**src/rtl/serial_frame_deserializer.sv**
```systemverilog
// Start/stop framed serial-to-parallel receiver, one bit per clk, LSB first.
// Emits each good (N+1)-bit word with a one-cycle valid; a bad stop bit gives frame_err.
//
// state     | meaning
// ----------+------------------------------------------------------------
// IDLE      | line idle; a 0 on in is taken as a start bit
// DATA      | shifting in N+1 data bits, LSB first
// STOP      | sampling the stop bit; 1 publishes the word, 0 is a framing error
// WAIT_IDLE | after a framing error, wait for the line to return high
module serial_frame_deserializer #(
  parameter int N = 3
) (
  input  logic       clk,
  input  logic       reset,
  input  logic       in,
  output logic [N:0] out,
  output logic       valid,
  output logic       frame_err,
  output logic       busy
);

  localparam int CW = $clog2(N + 2);

  typedef enum logic [1:0] {
    IDLE      = 2'd0,
    DATA      = 2'd1,
    STOP      = 2'd2,
    WAIT_IDLE = 2'd3
  } state_t;

  state_t        state;
  state_t        state_nxt;
  logic [N:0]    shreg;
  logic [CW-1:0] cnt;
  logic          load_word;
  logic          err_word;

  always_ff @(posedge clk) begin
    if (reset) state <= IDLE;
    else       state <= state_nxt;
  end

  always_comb begin
    state_nxt = state;
    case (state)
      IDLE:      if (!in) state_nxt = DATA;
      DATA:      if (cnt == CW'(N)) state_nxt = STOP;
      STOP:      state_nxt = in ? IDLE : WAIT_IDLE;
      WAIT_IDLE: if (in) state_nxt = IDLE;
      default:   state_nxt = IDLE;
    endcase
  end

  always_comb begin
    busy      = (state != IDLE);
    load_word = (state == STOP) && in;
    err_word  = (state == STOP) && !in;
  end

  // Strobes are registered so they line up with the cycle out changes.
  always_ff @(posedge clk) begin
    if (reset) begin
      out       <= '0;
      shreg     <= '0;
      cnt       <= '0;
      valid     <= 1'b0;
      frame_err <= 1'b0;
    end else begin
      valid     <= load_word;
      frame_err <= err_word;
      if (load_word) out <= shreg;
      case (state)
        IDLE: cnt <= '0;
        DATA: begin
          shreg <= {in, shreg[N:1]};
          cnt   <= cnt + CW'(1);
        end
        default: ;
      endcase
    end
  end

endmodule
```
**config.mk**
```make
export PLATFORM = sky130hd
export DESIGN_NAME = serial_frame_deserializer
export DESIGN_NICKNAME = d
export VERILOG_FILES = /design/src/rtl/serial_frame_deserializer.sv
export SDC_FILE = /design/constraint.sdc
export NUM_CORES = 1
export LEC_CHECK = 0
export ABC_CLOCK_PERIOD_IN_PS = 1060
export CAP_MARGIN = 20
export CORE_UTILIZATION = 43
export DETAILED_ROUTE_END_ITERATION = 7
export PLACE_DENSITY = 0.69
export REMOVE_ABC_BUFFERS = 1
export SETUP_SLACK_MARGIN = 0.4
export SYNTH_ARGS = -nofsm -noshare
export SYNTH_HDL_FRONTEND = slang
export SYNTH_SLANG_ARGS = --single-unit
export TNS_END_PERCENT = 100
```
**constraint.sdc**
```tcl
create_clock -name clk -period 1.06 [get_ports clk]
set_input_delay 0.159 -clock clk [delete_from_list [all_inputs] [get_ports clk]]
set_output_delay 0.159 -clock clk [all_outputs]
set_load 0.05 [all_outputs]
```
Yosys cells after proc, flatten, opt, wreduce, memory -nomap -nowiden
Index checks and enable logic that the tools add are counted.
W data, S select, Z words.
- bits in registers: 15
- logic and storage cells: 27
- $add $sub $neg: 1
- equality and inequality tests: 7
- mux-type cells: 6
- reduce and logical (&&, ||, !) cells: 7
- operator list (kind ; count):
    $mux W2 ; 4
    $pmux W2 S4 ; 1
    $ne A2 B2 Y1 const B ; 3
    $pmux W3 S2 ; 1
    $eq A2 B2 Y1 const B ; 2
    $reduce_bool A2 Y1 ; 2
    $add A3 B1 Y3 const B ; 1
    $eq A3 B2 Y1 const B ; 1
    $reduce_and A3 Y1 ; 1
    $eq A2 B1 Y1 const B ; 1
    $logic_and A1 B1 Y1 ; 2
    $logic_not A2 Y1 ; 1
    $logic_not A1 Y1 ; 1

Depth between registers and ports, before layout
Gate-level depths: netlist of the first run.
- depth in word-level cells: 3
- mapped depth: 5

Worst setup path before layout of the first run
OpenSTA, ideal clock, no wires.
- kind: reg-to-reg
- start point: reg cnt[0]
- end point: reg cnt[2]
- setup time: 0.114 ns
- arrival: 0.948 ns
- path slack: -0.002 ns
- cell stages (with the launch flop): 5
- buffers on the path: 0
- clock period less this slack: 1.062 ns
- cell sequence: dfxtp_1 -> ha_1 -> ha_1 -> o21ai_0 -> and2b_1
- word-level cells in the longest chain between the ends: 2
- ends and longest elaborated chain (element ; line ; RTL):
    from (decl) ; 34 ; logic [CW-1:0] cnt;
    from (signal assigned) ; 76 ; cnt <= cnt + CW'(1);
    $add A3 B1 Y3 ; 76 ;
    $pmux W3 S2 ; 72 ; case (state)
No other way between the ends.
A chain may end at the register's enable or synchronous reset.

Final worst setup path of the first run
- start point: reg state[0]
- end point: out busy
- word-level cells in the longest chain between the ends: 1
- ends and longest elaborated chain (element ; line ; RTL):
    from (decl) ; 31 ; state_t state;
    from (signal assigned) ; 40 ; else state <= state_nxt;
    $reduce_bool A2 Y1 ; 55 ; busy = (state != IDLE);
    to (decl) ; 19 ; output logic busy
No other way between the ends.

==> results.py, run 1 <==
metrics = {
    "status": {
        "status": "finished, violations left",
        "violations": "setup timing",
    },
    "drt": {
        "drt_iter0_drc": 13,
        "totalWireLength_mm": 1.28,
        "drt_first_pass_iters": 4,
        "wl_per_cell_um": 13.8,
        "num_vias": 476,
        "ant_nets": 0,
        "via_per_inst": 5.12,
        "route.detailed.drc": 0,
    },
    "power": {
        "peakVddDrop_mv": 0.619,
        "power.density_mw_per_mm2": 1090,
        "p_leak_nw": 0.408,
    },
    "placed_design": {
        "post-place-cells": 86,
        "finalWeightedCongestion": 0.722,
        "dp_hpwl_um": 721,
        "io_buffers": 9,
    },
    "min_path": {
        "hold_path_class": "in -> reg",
        "worstHoldStart": "in",
        "min_path_cells": 3,
        "hold_end": "frame_err$_SDFF_PP0_",
    },
    "worst_setup_path": {
        "worstPathMaxFanout": 2,
        "path_cells": "or2_4 -> buf_12",
        "worstSetupPathType": "reg -> out",
        "rrSetupSlack_ps": -60,
        "cp.arrival_ps": 1040,
        "cp.required_ps": 900,
        "cp_slowest_cell": "dfxtp_4",
        "r2r_cells": 4,
        "timing.rr.start": "state[0]$_SDFFE_PP0P_",
        "crit_path_end_kind": "output port",
        "regToRegEndpoint": "state[0]$_SDFFE_PP0P_",
        "slowest_delay_ps": 350,
        "start_kind": "flop",
    },
    "timing": {
        "hold_viol": 0,
        "max_slew_margin_pct": 76.6,
        "fin_ws_ps": -141,
        "rsz0062_at_grt": "yes",
        "period_needed_ps": 1200,
        "finClkSkew_ps": 1.08,
        "tightest_slew_ps": 350,
        "setup_viol": 3,
        "drv_slew": 0,
        "post-route-period-util_pct": 113,
        "max_freq_mhz": 833,
        "fin_setup_tns_ps": -218,
    },
    "floorplan": {
        "rows": 13,
        "start_util_pct": 46.3,
        "coreArea_mm2": 0.00128,
        "die_h_um": 39.2,
        "dieArea_mm2": 0.00153,
        "die_x_um": 39.2,
        "io_pins": 10,
    },
    "clocking": {
        "cts-root-buf": "clkbuf_4",
        "clock_latency_ps": 290,
        "clk_pin_slew_ps": 90,
        "cts_made_buffers": 3,
        "clockBufferDepth": 2,
        "htree_levels": 1,
        "cts_tree": "built",
        "clock-sinks": 15,
    },
    "grt": {
        "antenna_found_initial": 0,
        "grt_pass1_wl_mm": 1.96,
        "grt_pass1_vias": 459,
        "track_usage_pct": 20.8,
        "grt-ovfl-total": 0,
        "grt_max_degree": 12,
    },
    "logic_synthesis": {
        "synth.area.top_cells": "dfxtp_1 (51%), mux2i_1 (8.4%), nand2_1 (5.7%), nor2_1 (4.4%), a21oi_1 (4.2%)",
        "syn_area_um2": 594,
        "synth_seq_cells": 15,
        "synth_cells": 59,
        "yosysTopAreaCellShare_pct": 50.5,
        "seq_area_frac_synth_pct": 50.5,
        "synth.largest_area_cell": "dfxtp_1",
        "ys_warn_count": 0,
        "syn_avg_cell_area_um2": 10.1,
        "yosys.cell_types.count": 21,
    },
    "layout": {
        "diodes": 0,
        "fillers": 84,
        "seq_area_um2": 318,
        "final_layout_size_suffix_gt1_share_pct": 52.6,
        "fin_cells": 93,
        "final_nets": 84,
        "final_cell_mix": "nand2_1 (9), dfxtp_2 (8), nor2_1 (7), buf_12 (7)",
        "multi_input_area_um2": 342,
        "layout_commonest_cell": "nand2_1",
        "synthToLayoutAreaGrowth_pct": 60.0,
    },
    "flow_run": {
        "cap_violations": 0,
    },
}
how the worst max path moves through the flow:
stage | end | from | cells after the start
2_1_floorplan | cnt[2]$_SDFFE_PP0P_ | cnt[0]$_SDFFE_PP0P_ | 4
3_3_place_gp | out[2]$_SDFFE_PP0P_ | in | 4
3_5_place_dp | valid$_SDFF_PP0_ | in | 3
4_1_cts | busy | state[0]$_SDFFE_PP0P_ | 2
5_1_grt | busy | state[0]$_SDFFE_PP0P_ | 2
6_report | busy | state[0]$_SDFFE_PP0P_ | 2
synthesized netlist by cell type:
cell / instances
a211oi_2: 1
a21oi_1: 5
a22oi_1: 1
and2_4: 1
and2b_1: 1
buf_6: 2
clkbuf_1: 1
dfxtp_1: 15
ha_1: 2
inv_1: 1
mux2i_1: 5
nand2_1: 9
nand2b_1: 1
nand3b_2: 1
nor2_1: 7
nor2b_1: 1
nor2b_4: 1
nor4b_1: 1
nor4bb_1: 1
o21ai_0: 1
or2_2: 1
routing by layer:
layer	GRT usage [%]	share of wire, %	vias up
met5	0	0	-
met4	15.5	3.3	0
met3	5.78	4.1	5
met2	32.5	48	10
met1	23.7	45	226
li1	-	-	235
cell families (layout without fill, tap and decap cells):
| group | after synthesis | in the layout | share of synthesized area, % |
|---|---|---|---|
| buffers and inverters | 4 | 23 | 5.05 |
| muxes | 5 | 5 | 8.42 |
| and+or+nand+nor | 25 | 25 | 23.4 |
| adders and majority gates | 2 | 2 | 4.21 |
| DFF | 15 | 15 | 50.5 |
| AOI/OAI and AO/OA | 8 | 8 | 8.42 |
sequential cells by signal (all words and copies together), names as in the netlist:
signal     count
shreg          4
state          2
valid          1
out            4
frame_err      1
cnt            3
report_power, final:
| group | leakage [nW] | switching (W) | internal, W |
|---|---|---|---|
| Combinational | 0.264 | 0.0000621 | 0.0000595 |
| Clock | 0.0177 | 0.000195 | 0.000141 |
| Sequential | 0.127 | 0.00000744 | 0.000570 |
timing repair:
| item | 4_1_cts | 5_1_grt |
|---|---|---|
| buffers inserted | 3 | 0 |
| hold buffers | 0 | 0 |
| gates resized for setup | 28 | 2 |
| pin swaps | 5 | 0 |
| gates cloned | 0 | 0 |
| endpoints found under the setup margin | 22 | 22 |
critical path, delay by kind of cell (launching register included):
kind,cells,cell delay [ps]
flip-flops,1,350
buffers and inverters,1,150
AND/OR/NAND/NOR,1,250
area by class of cell:
type	instances	share of cell area, %
Clock buffer	3	2.37
Clock inverter	1	0.526
Inverter	1	0.395
Multi-Input combinational cell	40	35.9
Sequential cell	15	33.4
Tap cell	15	1.97
Timing Repair Buffer	18	25.4
per-stage QoR:
step | setup slack [ps] | power (W) | hold WS, ps | utilization, % | instance area, um^2
floorplan | -2.13 | 0.000632 | 224 | - | 568
global placement | -114 | 0.000682 | 442 | 61.6 | 792
detailed placement | -155 | 0.000683 | 455 | 61.6 | 792
CTS | -136 | 0.00103 | 376 | 73.0 | 938
global route | -163 | 0.00108 | 401 | 74.0 | 951
finish | -141 | 0.00103 | 389 | 74.0 | 951
Note: power is estimated with default switching activity, not from simulation.
==> run 2, diff against run 1 <==
--- a/config.mk
+++ b/config.mk
@@ -7,9 +7,9 @@
 export LEC_CHECK = 0
 export ABC_CLOCK_PERIOD_IN_PS = 1060
 export CAP_MARGIN = 20
-export CORE_UTILIZATION = 43
+export CORE_UTILIZATION = 45
 export DETAILED_ROUTE_END_ITERATION = 7
-export PLACE_DENSITY = 0.69
+export DONT_BUFFER_PORTS = 1
 export REMOVE_ABC_BUFFERS = 1
 export SETUP_SLACK_MARGIN = 0.4
 export SYNTH_ARGS = -nofsm -noshare
==> run 2 against run 1 <==
Effect of this change: the run ends with hold timing, setup timing left; setup slack better by 86 ps; final cell count down 7.5%; die area decreased by 4.2%; sequential share of layout area grew 4.5 points; critical endpoint unchanged; highest routed layer is now met3.
==> results.py, run 2 (synthesis gave the netlist of run 1 again) <==
metrics = {
    "timing": {
        "hold_viol": 14,
        "finClkSkew_ps": 6.45,
        "max_slew_margin_pct": 85.3,
        "rsz0062_at_grt": "yes",
        "period_needed_ps": 1110,
        "fin_ws_ps": -55.0,
        "setup_viol": 2,
        "max_freq_mhz": 897,
        "drv_slew": 0,
        "tightest_slew_ps": 218,
        "holdWs_ps": -66.3,
        "post-route-period-util_pct": 105,
    },
    "placed_design": {
        "io_buffers": 0,
        "dp_hpwl_um": 627,
        "post-place-cells": 79,
        "post_dp_cell_area_um2": 653,
        "finalWeightedCongestion": 0.674,
    },
    "worst_setup_path": {
        "path_delay_family": "flip-flops",
        "crit_buf_inv": 0,
        "cp.required_ps": 900,
        "crit_path_end_kind": "output port",
        "start_kind": "flop",
        "slowest_delay_ps": 360,
        "cp.arrival_ps": 960,
        "path_cells": "or2_4",
        "cp_slowest_cell": "dfxtp_4",
        "worstSetupPathType": "reg -> out",
        "worstPathMaxFanout": 4,
    },
    "clocking": {
        "clk_pin_slew_ps": 80,
        "cts_made_buffers": 3,
        "clockBufferDepth": 2,
        "cts_tree": "built",
        "cts-root-buf": "clkbuf_4",
        "clock_latency_ps": 280,
        "htree_levels": 1,
        "clock-sinks": 15,
    },
    "grt": {
        "track_usage_pct": 19.8,
        "grt_pass1_wl_mm": 1.90,
        "met3_usage_pct": 11.6,
        "met2_usage_pct": 33.5,
        "grt_pass1_vias": 432,
        "antenna_found_initial": 0,
        "top_usage_layer": "met2",
        "grt-ovfl-total": 0,
        "grt_max_degree": 16,
        "met1_usage_pct": 20.8,
    },
    "floorplan": {
        "die_h_um": 38.3,
        "coreArea_mm2": 0.00117,
        "dieArea_mm2": 0.00147,
        "io_pins": 10,
        "rows": 12,
        "die_x_um": 38.3,
        "start_util_pct": 50.7,
    },
    "power": {
        "finalPower_w": 0.000961,
        "p_leak_nw": 0.347,
        "peakVddDrop_mv": 0.722,
        "power.density_mw_per_mm2": 1150,
    },
    "drt": {
        "via_per_inst": 5.03,
        "drt_first_pass_iters": 5,
        "ant_nets": 0,
        "num_vias": 433,
        "route.detailed.drc": 0,
        "drt_iter0_drc": 2,
        "wl_per_cell_um": 13.1,
        "totalWireLength_mm": 1.12,
    },
    "status": {
        "status": "finished, violations left",
        "violations": "hold timing, setup timing",
    },
    "layout": {
        "fin_area_um2": 838,
        "final_nets": 78,
        "top_regs": "out (4), shreg (4), cnt (3)",
        "final_layout_size_suffix_gt1_share_pct": 52.8,
        "diodes": 0,
        "synthToLayoutAreaGrowth_pct": 41.1,
        "fin_cells": 86,
        "final_cell_mix": "nand2_1 (8), dfxtp_2 (8), nor2_1 (7), buf_8 (6)",
    },
    "min_path": {
        "hold_path_class": "in -> reg",
    },
    "flow_run": {
        "cap_violations": 0,
    },
}
[run 2: cell count changes in the layout (fill, tap and decap cells not counted), sizes merged]
cell,delta
buf,-4
clkbuf,+1
clkdlybuf4s50,-1
clkinv,-1
dlygate4sd2,-1
[run 2: per-layer routing]
metal | up-vias | wire [um]
met5 | - | 0
met4 | 0 | 0
met3 | 0 | 67
met2 | 14 | 590
met1 | 199 | 465
li1 | 220 | -
[run 2: layout make-up]
cell class,count,area (um^2)
fill,84,333
clock buffer,4,26.3
timing repair buffer,12,155
tap,14,17.5
multi-input combinational,40,318
sequential,15,318
inverter,1,3.75
[run 2: where the power goes]
group          switching [W]  internal, W  total [W]
clock network       0.000164     0.000146   0.000310
registers         0.00000881     0.000570   0.000579
logic              0.0000362    0.0000358  0.0000719
total               0.000209     0.000752   0.000961
[run 2: worst paths after layout]
kind / startpoint / to / slack, ps / cells past startpoint
max: state[0]$_SDFFE_PP0P_ / busy / -50 / 1
min: reset / out[1]$_SDFFE_PP0P_ / -70 / 1
max reg2reg: state[0]$_SDFFE_PP0P_ / state[0]$_SDFFE_PP0P_ / -10 / 4
min reg2reg: state[0]$_SDFFE_PP0P_ / frame_err$_SDFF_PP0_ / 440 / 1
[run 2: through the flow]
stage	worst slack [ps]	TNS (ps)	utilization, %
finish	-55.0	-60.4	71.6
global route	-100	-392	71.6
CTS	-64.0	-64.0	70.3
detailed placement	-39.2	-42.3	55.8
global placement	1.60	0	55.8
floorplan	-2.13	-2.13	-
[run 2: what timing repair did]
item | CTS | global route
setup endpoints to repair | 22 | 22
gates resized for setup | 33 | 4
pin swaps | 4 | 6
hold endpoints to repair | 14 | 14
setup buffers | 3 | 0
